<file path="config.mk">
export PLATFORM = sky130hd
export DESIGN_NAME = oam_update_ctrl
export DESIGN_NICKNAME = d
export VERILOG_FILES = /design/src/rtl/oam_update_ctrl.sv
export SDC_FILE = /design/constraint.sdc
export NUM_CORES = 1
export LEC_CHECK = 0
export BUFFER_PORTS_ARGS = -buffer_cell sky130_fd_sc_hd__buf_2
export CAP_MARGIN = 25
export CORE_ASPECT_RATIO = 0.6
export CORE_MARGIN = 2
export CORE_UTILIZATION = 59
export CTS_BUF_LIST = sky130_fd_sc_hd__clkbuf_16
export DETAILED_ROUTE_END_ITERATION = 7
export PLACE_DENSITY = 0.76
export SYNTH_ARGS = -nofsm -noshare
export SYNTH_HDL_FRONTEND = slang
export SYNTH_SLANG_ARGS = --single-unit
</file>
<file path="constraint.sdc">
create_clock -name clk -period 11.42 [get_ports clk]
set_input_delay 0.571 -clock clk [delete_from_list [all_inputs] [get_ports clk]]
set_output_delay 0.571 -clock clk [all_outputs]
set_load 0.02 [all_outputs]
</file>
<file path="src/rtl/oam_update_ctrl.sv">
// OAM update controller: round-robin arbitration of sprite-entry writes, with an
// optional tear-free shadow/commit scheme enabled by defining OAM_SHADOW_EN.
module oam_update_ctrl #(
  parameter int OAM_WIDTH = 32,
  parameter int OAM_DEPTH = 8,
  parameter int N_REQ     = 3
) (
  input  logic                       clk,
  input  logic                       reset,
  input  logic                       frame_tick,
  input  logic [2:0]                 oam_addr,
  output logic [OAM_WIDTH-1:0]       oam_data,
  input  logic [N_REQ-1:0]           req_valid,
  input  logic [N_REQ*3-1:0]         req_idx,
  input  logic [N_REQ*OAM_WIDTH-1:0] req_data,
  output logic [N_REQ-1:0]           req_ready,
  output logic                       busy,
  output logic                       commit_done
);
  localparam int RR_W = (N_REQ > 1) ? $clog2(N_REQ) : 1;

  logic [OAM_WIDTH-1:0] live [OAM_DEPTH];
  logic [RR_W-1:0]      rr, gnt_sel;
  logic                 gnt_any, can_grant, wr_en;
  logic [2:0]           wr_idx;
  logic [OAM_WIDTH-1:0] wr_data;
  int                   cand;

  // Round-robin pick: first valid requester at or after rr, wrapping.
  always_comb begin
    gnt_any   = 1'b0;
    gnt_sel   = rr;
    cand      = 0;
    req_ready = '0;
    for (int o = 0; o < N_REQ; o++) begin
      cand = (int'(rr) + o) % N_REQ;
      if (!gnt_any && req_valid[cand]) begin
        gnt_any = 1'b1;
        gnt_sel = RR_W'(cand);
      end
    end
    wr_en = gnt_any && can_grant;
    if (wr_en) req_ready[gnt_sel] = 1'b1;
  end

  assign wr_idx  = req_idx[int'(gnt_sel)*3 +: 3];
  assign wr_data = req_data[int'(gnt_sel)*OAM_WIDTH +: OAM_WIDTH];

  always_ff @(posedge clk or posedge reset) begin
    if (reset) begin
      rr <= '0;
    end else if (wr_en) begin
      if (int'(gnt_sel) == N_REQ-1) rr <= '0;
      else                          rr <= gnt_sel + 1'b1;
    end
  end

`ifdef OAM_SHADOW_EN
  typedef enum logic {IDLE, COPY} state_t;
  localparam logic [2:0] LAST = 3'(OAM_DEPTH-1);

  state_t               state, state_nxt;
  logic [OAM_WIDTH-1:0] shadow [OAM_DEPTH];
  logic                 dirty, dirty_nxt, done_nxt;
  logic [2:0]           cnt, cnt_nxt;

  always_ff @(posedge clk or posedge reset) begin
    if (reset) begin
      state       <= IDLE;
      cnt         <= '0;
      dirty       <= 1'b0;
      commit_done <= 1'b0;
    end else begin
      state       <= state_nxt;
      cnt         <= cnt_nxt;
      dirty       <= dirty_nxt;
      commit_done <= done_nxt;
    end
  end

  // A write accepted on the same edge as frame_tick counts as dirty for that commit.
  always_comb begin
    state_nxt = state;
    cnt_nxt   = cnt;
    dirty_nxt = dirty | wr_en;
    done_nxt  = 1'b0;
    case (state)
      IDLE: begin
        if (frame_tick) begin
          if (dirty || wr_en) begin
            state_nxt = COPY;
            cnt_nxt   = '0;
          end else begin
            done_nxt = 1'b1;
          end
        end
      end
      COPY: begin
        cnt_nxt = cnt + 1'b1;
        if (cnt == LAST) begin
          state_nxt = IDLE;
          cnt_nxt   = '0;
          dirty_nxt = 1'b0;
          done_nxt  = 1'b1;
        end
      end
      default: state_nxt = IDLE;
    endcase
  end

  assign can_grant = !reset && (state == IDLE);
  assign busy      = (state == COPY);

  always_ff @(posedge clk or posedge reset) begin
    if (reset) begin
      for (int i = 0; i < OAM_DEPTH; i++) begin
        live[i]   <= '0;
        shadow[i] <= '0;
      end
    end else begin
      if (wr_en)           shadow[wr_idx] <= wr_data;
      if (state == COPY)   live[cnt]      <= shadow[cnt];
    end
  end
`else
  assign can_grant = !reset;
  assign busy      = 1'b0;

  always_ff @(posedge clk or posedge reset) begin
    if (reset) begin
      commit_done <= 1'b0;
      for (int i = 0; i < OAM_DEPTH; i++) live[i] <= '0;
    end else begin
      commit_done <= frame_tick;
      if (wr_en) live[wr_idx] <= wr_data;
    end
  end
`endif

  // Read port: registered, so a same-cycle copy of entry k still returns the old value.
  always_ff @(posedge clk or posedge reset) begin
    if (reset) oam_data <= '0;
    else       oam_data <= live[oam_addr];
  end
endmodule

</file>
==> out/results.txt, run 1 <==
In this run, the number of DRC markers left after iteration 0 of detailed routing was 390. For the final weighted congestion in routability-driven placement, the log shows 0.833. After detailed routing, the number of remaining DRC violations is 0.

Setup repair after global routing left no endpoint under its margin. Summed over all cells, the static leakage comes to 7.24 nW. Sequential cells were found to cover 53.2% of the synthesized design area. The number of violations of the max-capacitance limit came out at 0. The routed via count divided by cell count is 5.87, and the total inserted antenna cells is 0. Once placement finished, the instance area stood at 0.0147 mm^2. TritonCTS built the clock tree. The first TritonRoute pass finished after 4 iterations.

For the area of all placed cells without fillers, the log shows 0.0157 mm^2. Summed over all layers, the routed wires come to 28.3 mm. The highest-utilization routing layer at the global route stage is met1.

The chip height works out to 122 um. Synthesis produced 897 cells. The kind of critical path is flip-flop to flip-flop. The run gives 0.0137 mm^2 as the cell area after synthesis. The cell sitting at the root of the clock tree is a sky130_fd_sc_hd__clkbuf_16. Clock latency on the worst-skew pair, taken at its later pin, is 530 ps. The part of the power in registers is 35.4%, and the clock share of power is 18.1%. In this run the tool buffered the top-level ports with 149 buffer cells. Total track usage: 24.5%. TritonCTS created 26 clock buffers.

For met3 alone, demand over resource in global routing was 2.89%. The synthesis-to-layout area growth was 14.5%. The post-route antenna net violation count is 0. After synthesis, the netlist uses 51 different library cells. In this design, the stage delay of the slowest critical-path cell is 850 ps. The run gives 0 as the number of buffers added for setup after CTS. The wire length per cell after detailed routing was 20.8 um; the count of synthesis-stage warnings from yosys was 0. Leaving out fill and tap cells, the most frequent cell in the layout is sky130_fd_sc_hd__dfrtp_1.

Once layout is complete, the utilization of the core stands at 68.3%. The tightest slew margin relative to the limit is 31.3%. Global routing used 37.3% of the available met2 tracks. The boundary pin count came out at 151. In the synthesized netlist the async set-or-reset flop fraction comes to 100%. The worst setup path is captured at a flip-flop. The worst min-delay path class is input pin to flip-flop. The signal on the critical path passes through inv_1 -> ha_1 -> and2_1 -> o22ai_2 -> nor4_4 -> mux2i_4 -> buf_4 -> mux2i_1 -> nor2_1 -> nor4b_4 -> buf_4 -> mux2_2. The largest delay contributor family on the critical path was multiplexers. Excluding fillers, the count of instances in the completed layout stands at 1360. The total internal power is 3.14 mW, and the final hold violation count is 0.

Of all nets on the critical path, the largest fanout is 26. The clock tree buffer depth came out at 3. Cell with the largest stage delay on the worst path: sky130_fd_sc_hd__mux2i_4. In the layout the commonest cells are sky130_fd_sc_hd__dfrtp_1, sky130_fd_sc_hd__mux2_2, sky130_fd_sc_hd__buf_2. The critical path launch point type is a flip-flop.

The cts-stage hold buffer count was 0; the via count of the first global-routing pass was 8365. The run gives 0 as the number of antenna violations at the first check in global routing. The first global-routing pass estimated 46.7 mm of wire. The combinational cell fraction of total power came out at 46.5%. At the worst endpoint, the required time is 11830 ps. The overall via count from detail_route was 7977; the post-layout net count was 1145. In this run, placement finished with an instance count of 1311. The power density over cell area was 316 mW/mm^2. Detailed placement finished with a half-perimeter wire length of 16.9 mm. The run gives 0.193 mV as the maximum vdd drop. For the worst flop-to-flop path, the logic depth is 12.

The met1 global-route usage is 38.6%, and the quantity of gates resized following cts is 0. In this run the core area contains 43 standard-cell rows. The final critical delay including setup and external delays was 5600 ps.

Entering global routing, the biggest net connects 148 pins. Number of cells on the worst hold path: 1. The floorplan step set the die width to 201 um. The per-instance average area after synthesis is 15.3 um^2.

The final critical path takes up 49.1% of the cycle. For this configuration, the core starts out at a cell density of 59.7%. The top flip-flop cell by instance count after synthesis is sky130_fd_sc_hd__dfrtp_1. The critical path contains buffers and inverters numbering 3 combined.

Synthesis produced a netlist with a net count of 1015. Across all hold checks on the routed design, the worst slack comes to 152 ps. The setup TNS after final layout is 0 ps, and the CTS H-tree depth is 1.

The tree built by TritonCTS fans out to 291 sinks. The number of cells on the critical path is 12, and the measured slew at the worst slew-check pin is 1030 ps. Setup violations remaining at the end of the flow were counted as 0.

Number of enable-type register cells in the synthesized netlist: 0. The count of state elements after synthesis is 291, and the maximum operating frequency is 178 MHz. Summed over all nets, the switching power comes to 1.80 mW. The run gives 0.0245 mm^2 as the die footprint.

Counting stages on the worst path, the most repeated cell is sky130_fd_sc_hd__buf_4. Net switching is 36.4% of the power. The leftover overflow at the end of global routing was 0. The logs give 0.0229 mm^2 for the placeable core area and 6010 ps for the arrival time of data at the critical path endpoint.

After clock tree synthesis, the clock-pin slew on the worst setup and hold paths is 70 ps. The run finished with clean final reports. The clock arrives with 10.6 ps of skew. The share of post-route cells with drive strength above 1 was 53.6%. The number of max-slew violations in the final report is 0.
## flip-flops by register name (all words and copies together) (netlist names)
signal       cells
rr               2
live           256
commit_done      1
oam_data        32
## cells in the mapped netlist (all sizes together) (2+ instances only)
cell / count / area share, %
nor2: 6 / 0.16
a2111o: 2 / 0.16
o21a: 3 / 0.16
a21o: 3 / 0.16
a21oi: 7 / 0.26
inv: 8 / 0.22
and2: 3 / 0.16
nor4b: 2 / 0.22
o2bb2ai: 3 / 0.24
nand2: 40 / 1.1
ha: 4 / 0.37
mux2: 290 / 25
mux4: 64 / 11
o22ai: 2 / 0.14
buf: 44 / 1.7
nor3: 3 / 0.11
dfrtp: 291 / 53
and3: 2 / 0.091
nand3: 2 / 0.073
mux2i: 37 / 2.7
nor2b: 4 / 0.18
nor4: 3 / 0.34
nand2b: 4 / 0.18
clkbuf: 19 / 0.52
a2111oi: 2 / 0.13
o21ai: 35 / 1.3
o31ai: 2 / 0.11
## area by class of cell
class	instances	area [um^2]
Clock inverter	19	191
Tap cell	315	394
Sequential cell	291	7280
Timing Repair Buffer	165	931
Fill cell	1620	7260
Inverter	8	37.5
Multi-Input combinational cell	535	6140
Clock buffer	27	676
## per-layer routing
| layer | vias to the layer above | routed length [um] |
|---|---|---|
| met5 | - | 0 |
| li1 | 3591 | - |
| met2 | 180 | 12600 |
| met4 | 0 | 417 |
| met1 | 4171 | 14000 |
| met3 | 35 | 1230 |
## worst paths after layout
| path | from | end | slack (ps) |
|---|---|---|---|
| max in group asynchronous | reset | live[214]$_DFFE_PP0P_ | 9550 |
| hold reg to reg | live[20]$_DFFE_PP0P_ | live[20]$_DFFE_PP0P_ | 490 |
| hold / removal | frame_tick | commit_done$_DFF_PP0_ | 150 |
| min in group asynchronous | reset | live[33]$_DFFE_PP0P_ | 520 |
| setup / recovery | rr[0]$_DFFE_PP0P_ | live[243]$_DFFE_PP0P_ | 5820 |
| setup reg to reg | rr[0]$_DFFE_PP0P_ | live[243]$_DFFE_PP0P_ | 5820 |
## power by group through the flow
stage / clock network (mW) / logic [mW] / registers (mW)
after floorplan: 0 / 1.67 / 1.77
after global placement: 0 / 2.23 / 1.75
after detailed placement: 0 / 2.30 / 1.76
after CTS: 0.912 / 2.31 / 1.75
after global routing: 0.955 / 2.49 / 1.81
final: 0.895 / 2.30 / 1.75
## through the flow
step                power [mW]  worst slack [ps]
floorplan                 3.44              2810
global placement          3.98              5910
detailed placement        4.06              5750
CTS                       4.97              5750
global route              5.25              5480
finish                    4.94              5820
## cells by family (layout without fill, tap and decap cells)
logic type,after synthesis,in the layout,synth area share [%]
AO/OA/AOI/OAI,65,65,3.05
adder cells (fa/ha/maj),4,4,0.366
buffers and inverters,71,219,2.40
flip-flops,291,291,53.2
multiplexers,391,391,38.0
other,1,1,0.0274
AND/OR/NAND/NOR,74,74,2.94
Power figures use the tool's default switching activity.
==> inputs of run 2 (changes only) <==
--- a/config.mk
+++ b/config.mk
@@ -5,6 +5,7 @@
 export SDC_FILE = /design/constraint.sdc
 export NUM_CORES = 1
 export LEC_CHECK = 0
+export ABC_AREA = 1
 export BUFFER_PORTS_ARGS = -buffer_cell sky130_fd_sc_hd__buf_2
 export CAP_MARGIN = 25
 export CORE_ASPECT_RATIO = 0.6
==> constraint.sdc (replaced) <==
create_clock -name clk -period 5.4 [get_ports clk]
set_input_delay 0.27 -clock clk [delete_from_list [all_inputs] [get_ports clk]]
set_output_delay 0.27 -clock clk [all_outputs]
set_load 0.02 [all_outputs]
==> run 2 against run 1 <==
Routed wire length increased by 49%. Sequential share of layout area decreased by 0.56 points. Final cell count increased by 68%. Utilization decreased by 2.4 points. Die area is 4.8% higher. Register-to-register slack got worse by 4600 ps.
==> out/results.txt, run 2 <==
The flow ran to the end, and the final reports show no timing, DRC or antenna violations. The run gives 0.885 as the final weighted congestion in routability-driven placement. The starting density of the core is 59.6%. Ranked by flip-flop count, first place goes to live. After detailed routing, the total wire length is 42.1 mm. Entering global routing, the biggest net connects 127 pins.

The clock passes through at most 3 buffers. The cts-stage hold buffer count was 2; the register-to-register setup slack was 1180 ps. The floorplan step defined a die boundary enclosing 0.0256 mm^2. The slowest stage of the critical path belongs to the cell sky130_fd_sc_hd__nand2_2. The cell at the root of the clock tree is sky130_fd_sc_hd__clkbuf_16. After synthesis, the most frequently instantiated cells are sky130_fd_sc_hd__nand2_1, sky130_fd_sc_hd__nand3_1, sky130_fd_sc_hd__dfrtp_1.

The measured slew at the worst slew-check pin is 975 ps. The most common cell after layout, fill and taps aside is sky130_fd_sc_hd__nand2_1. The cell area after synthesis is 0.0144 mm^2. Cells fill 65.9% of the core in the end. At the worst endpoint, the required time is 5830 ps. The wire length of the first global-routing pass is 68.2 mm, and the number of cells on the critical path is 18. The number of max-slew violations in the final report was 0; the chip height was 125 um. The register with the most flip-flops in the layout has 256 of them.

The cell type with the largest total area after synthesis is sky130_fd_sc_hd__dfrtp_1. The tools report the clock net sink count as 291. The synthesis-to-layout area growth is 10.4%. Among the stages of the critical path, the cell type that occurs most often is sky130_fd_sc_hd__nand2_1.

Port buffering added 149 buffers. Gates resized during post-CTS repair numbered 0. In this run the biggest area consumer among cell types represents 50.7% of the synthesized area. In this run the worst path has a maximum fanout of 37. The min-delay analysis places its worst path in the category input pin to async pin. For the CTS H-tree depth, the log shows 1. The repair_antennas step left the layout with diodes totalling 0. The number of clock buffers added by TritonCTS is 27. The HPWL after detailed placement came out at 23.7 mm. The wire length per cell after detailed routing is 18.4 um. The clock period could shrink to 4220 ps. After technology mapping, the gate count stands at 1882. After synthesis the netlist holds a flip-flop and latch count of 291. For this run, the slowest stage of the critical path takes 600 ps. The tools report the setup TNS after final layout as 0 ps. Count of synthesis-stage warnings from yosys: 0. STA classifies the critical path startpoint as a flip-flop. For this run the aggregate overflow at the end of global routing stands at 0. TritonCTS built the clock tree. Traced cell by cell, the critical path runs through inv_1 -> ha_1 -> inv_2 -> nand2_1 -> nand3_1 -> nand2_2 -> nand3_2 -> inv_2 -> nand2_1 -> nand2_2 -> nand3_1 -> nand3_1 -> nand2_1 -> clkinv_2 -> nand2_1 -> buf_4 -> nand2_1 -> nand2_1. The most critical setup path has its startpoint at rr[1]$_DFFE_PP0P_. Counting both buffers and inverters, the worst setup path holds a total of 5. The fraction of the cycle the final worst path needs was 78.2%; the number of DRC violations after detailed routing was 0. The largest delay contributor family on the critical path is simple AND/OR/NAND/NOR gates. Setup repair after global routing left no endpoint under its margin. Max-cap violations in this run came to 0. The tools report the number of antenna violations at the first check in global routing as 0.

For the post-route antenna net violation count, the log shows 0. The number of setup buffers added after CTS is 0. The sequential cell area fraction in the yosys report came out at 50.7%. The number of failing setup endpoints in the final timing report is 0, and the register clock-pin slew on the reported worst setup and hold paths is 60 ps. The worst setup path is captured at a flip-flop.

The boundary pin count is 151. The final layout contains 2067 nets. For this block, the initial DRC count from the detailed router was 1650. The logs give 12500 for the via count of the first global-routing pass and 35.0% for the tightest slew margin relative to the limit. Number of enable-type register cells in the synthesized netlist: 0. The horizontal extent of the die works out to 205 um. The post-synthesis async set-or-reset flop share was 100%. The routed via count divided by cell count came out at 5.90. For this run, the leading register cell type out of synthesis is sky130_fd_sc_hd__dfrtp_1.

After synthesis, the cell types taking the most area are sky130_fd_sc_hd__dfrtp_1, sky130_fd_sc_hd__nand2_1, sky130_fd_sc_hd__nand3_1, sky130_fd_sc_hd__nor2_1, sky130_fd_sc_hd__o21ai_0. For the final database, setup skew stands at 7.52 ps. For the synthesized net count, the log shows 2000.

The kind of critical path is flip-flop to flip-flop. The pre-antenna-repair detailed-routing pass consisted of 6 iterations. The cell with the most instances after synthesis is sky130_fd_sc_hd__nand2_1. The per-instance average area after synthesis works out to 7.62 um^2. The largest registers in the layout are live: 256 flops, oam_data: 32 flops, rr: 2 flops. Across all layers, the routed design uses 13500 vias. The floorplan step defined a core boundary enclosing 0.0241 mm^2. After floorplanning, the core was divided into 44 placement rows. For the final hold violation count, the log shows 0. Following the worst setup path forward leads to its endpoint at live[133]$_DFFE_PP0P_. In the global route stage, overall resource usage came out at 33.4%. The tools report the maximum operating frequency as 237 MHz. Terminus of the critical flop-to-flop path: live[133]$_DFFE_PP0P_. The start of the worst register-to-register path was rr[1]$_DFFE_PP0P_. The post-route netlist has 11.9% of its cells at a drive strength greater than 1. The run gives 26 as the number of distinct library cell variants in the gate-level netlist after synthesis. In the layout the commonest cells are sky130_fd_sc_hd__nand2_1, sky130_fd_sc_hd__nand3_1, sky130_fd_sc_hd__dfrtp_1. STA puts the critical path data arrival time at 4660 ps.

The length in cells of the worst reg-to-reg path is 18. The clock latency on the worst-skew pair was 550 ps.
run 2: changes by cell type after synthesis, moves of 32 or more:
cell | before | now
sky130_fd_sc_hd__mux2i_1 | 36 | 0
sky130_fd_sc_hd__nor2_1 | 6 | 231
sky130_fd_sc_hd__o22ai_1 | 1 | 33
sky130_fd_sc_hd__nand3_1 | 2 | 342
sky130_fd_sc_hd__a31oi_1 | 0 | 33
sky130_fd_sc_hd__mux4_2 | 64 | 0
sky130_fd_sc_hd__nand2_1 | 40 | 629
sky130_fd_sc_hd__mux2_2 | 244 | 0
sky130_fd_sc_hd__o21ai_0 | 2 | 131
run 2: tightest hold or removal path, delay by kind of cell:
| family | cells | cell delay (ps) |
|---|---|---|
| buffers and inverters | 3 | 850 |
run 2: how the worst min path moves through the flow:
stage                      start                     end  depth (start not counted)
finish                     reset  oam_data[27]$_DFF_PP0_                          3
global route               reset  oam_data[28]$_DFF_PP0_                          3
CTS                 req_data[25]    live[57]$_DFFE_PP0P_                          5
detailed placement    frame_tick   commit_done$_DFF_PP0_                          1
global placement      frame_tick   commit_done$_DFF_PP0_                          1
floorplan             frame_tick   commit_done$_DFF_PP0_                          0
run 2: layout make-up:
type                            instances  area, um^2
Multi-Input combinational cell       1423        6220
Tap cell                              322         403
Fill cell                            2036        8210
Clock inverter                         18         128
Clock buffer                           27         676
Inverter                               25         100
Sequential cell                       291        7280
Timing Repair Buffer                  181        1040
run 2: kinds of logic after synthesis:
| logic type | after synthesis | synth area share [%] |
|---|---|---|
| adders and majority gates | 4 | 0.349 |
| and+or+nand+nor | 1217 | 35.2 |
| DFF | 291 | 50.7 |
| buffers and inverters | 168 | 6.10 |
| AOI/OAI and AO/OA | 201 | 7.59 |
| other | 1 | 0.0261 |
run 2: routing by layer:
layer	part of all wire [%]	GRT usage (%)
met1	45	52.3
met2	44	49.1
met3	9.5	5.42
met4	1.5	6.73
met5	0	0
run 2: metrics by stage:
stage | hold slack (ps) | cells | cell area [um^2] | worst slack (ps)
after floorplan | 301 | 1882 | 14400 | 1270
after global placement | 378 | 2238 | 15000 | 1480
after detailed placement | 380 | 2239 | 15000 | 1280
after CTS | 251 | 2286 | 15800 | 1250
after global routing | 221 | 2287 | 15800 | 869
final | 215 | 2287 | 15800 | 1180
Power of run 2 is not shown: default switching activity piles up to over one toggle a cycle in this logic, so the estimate is an artifact.
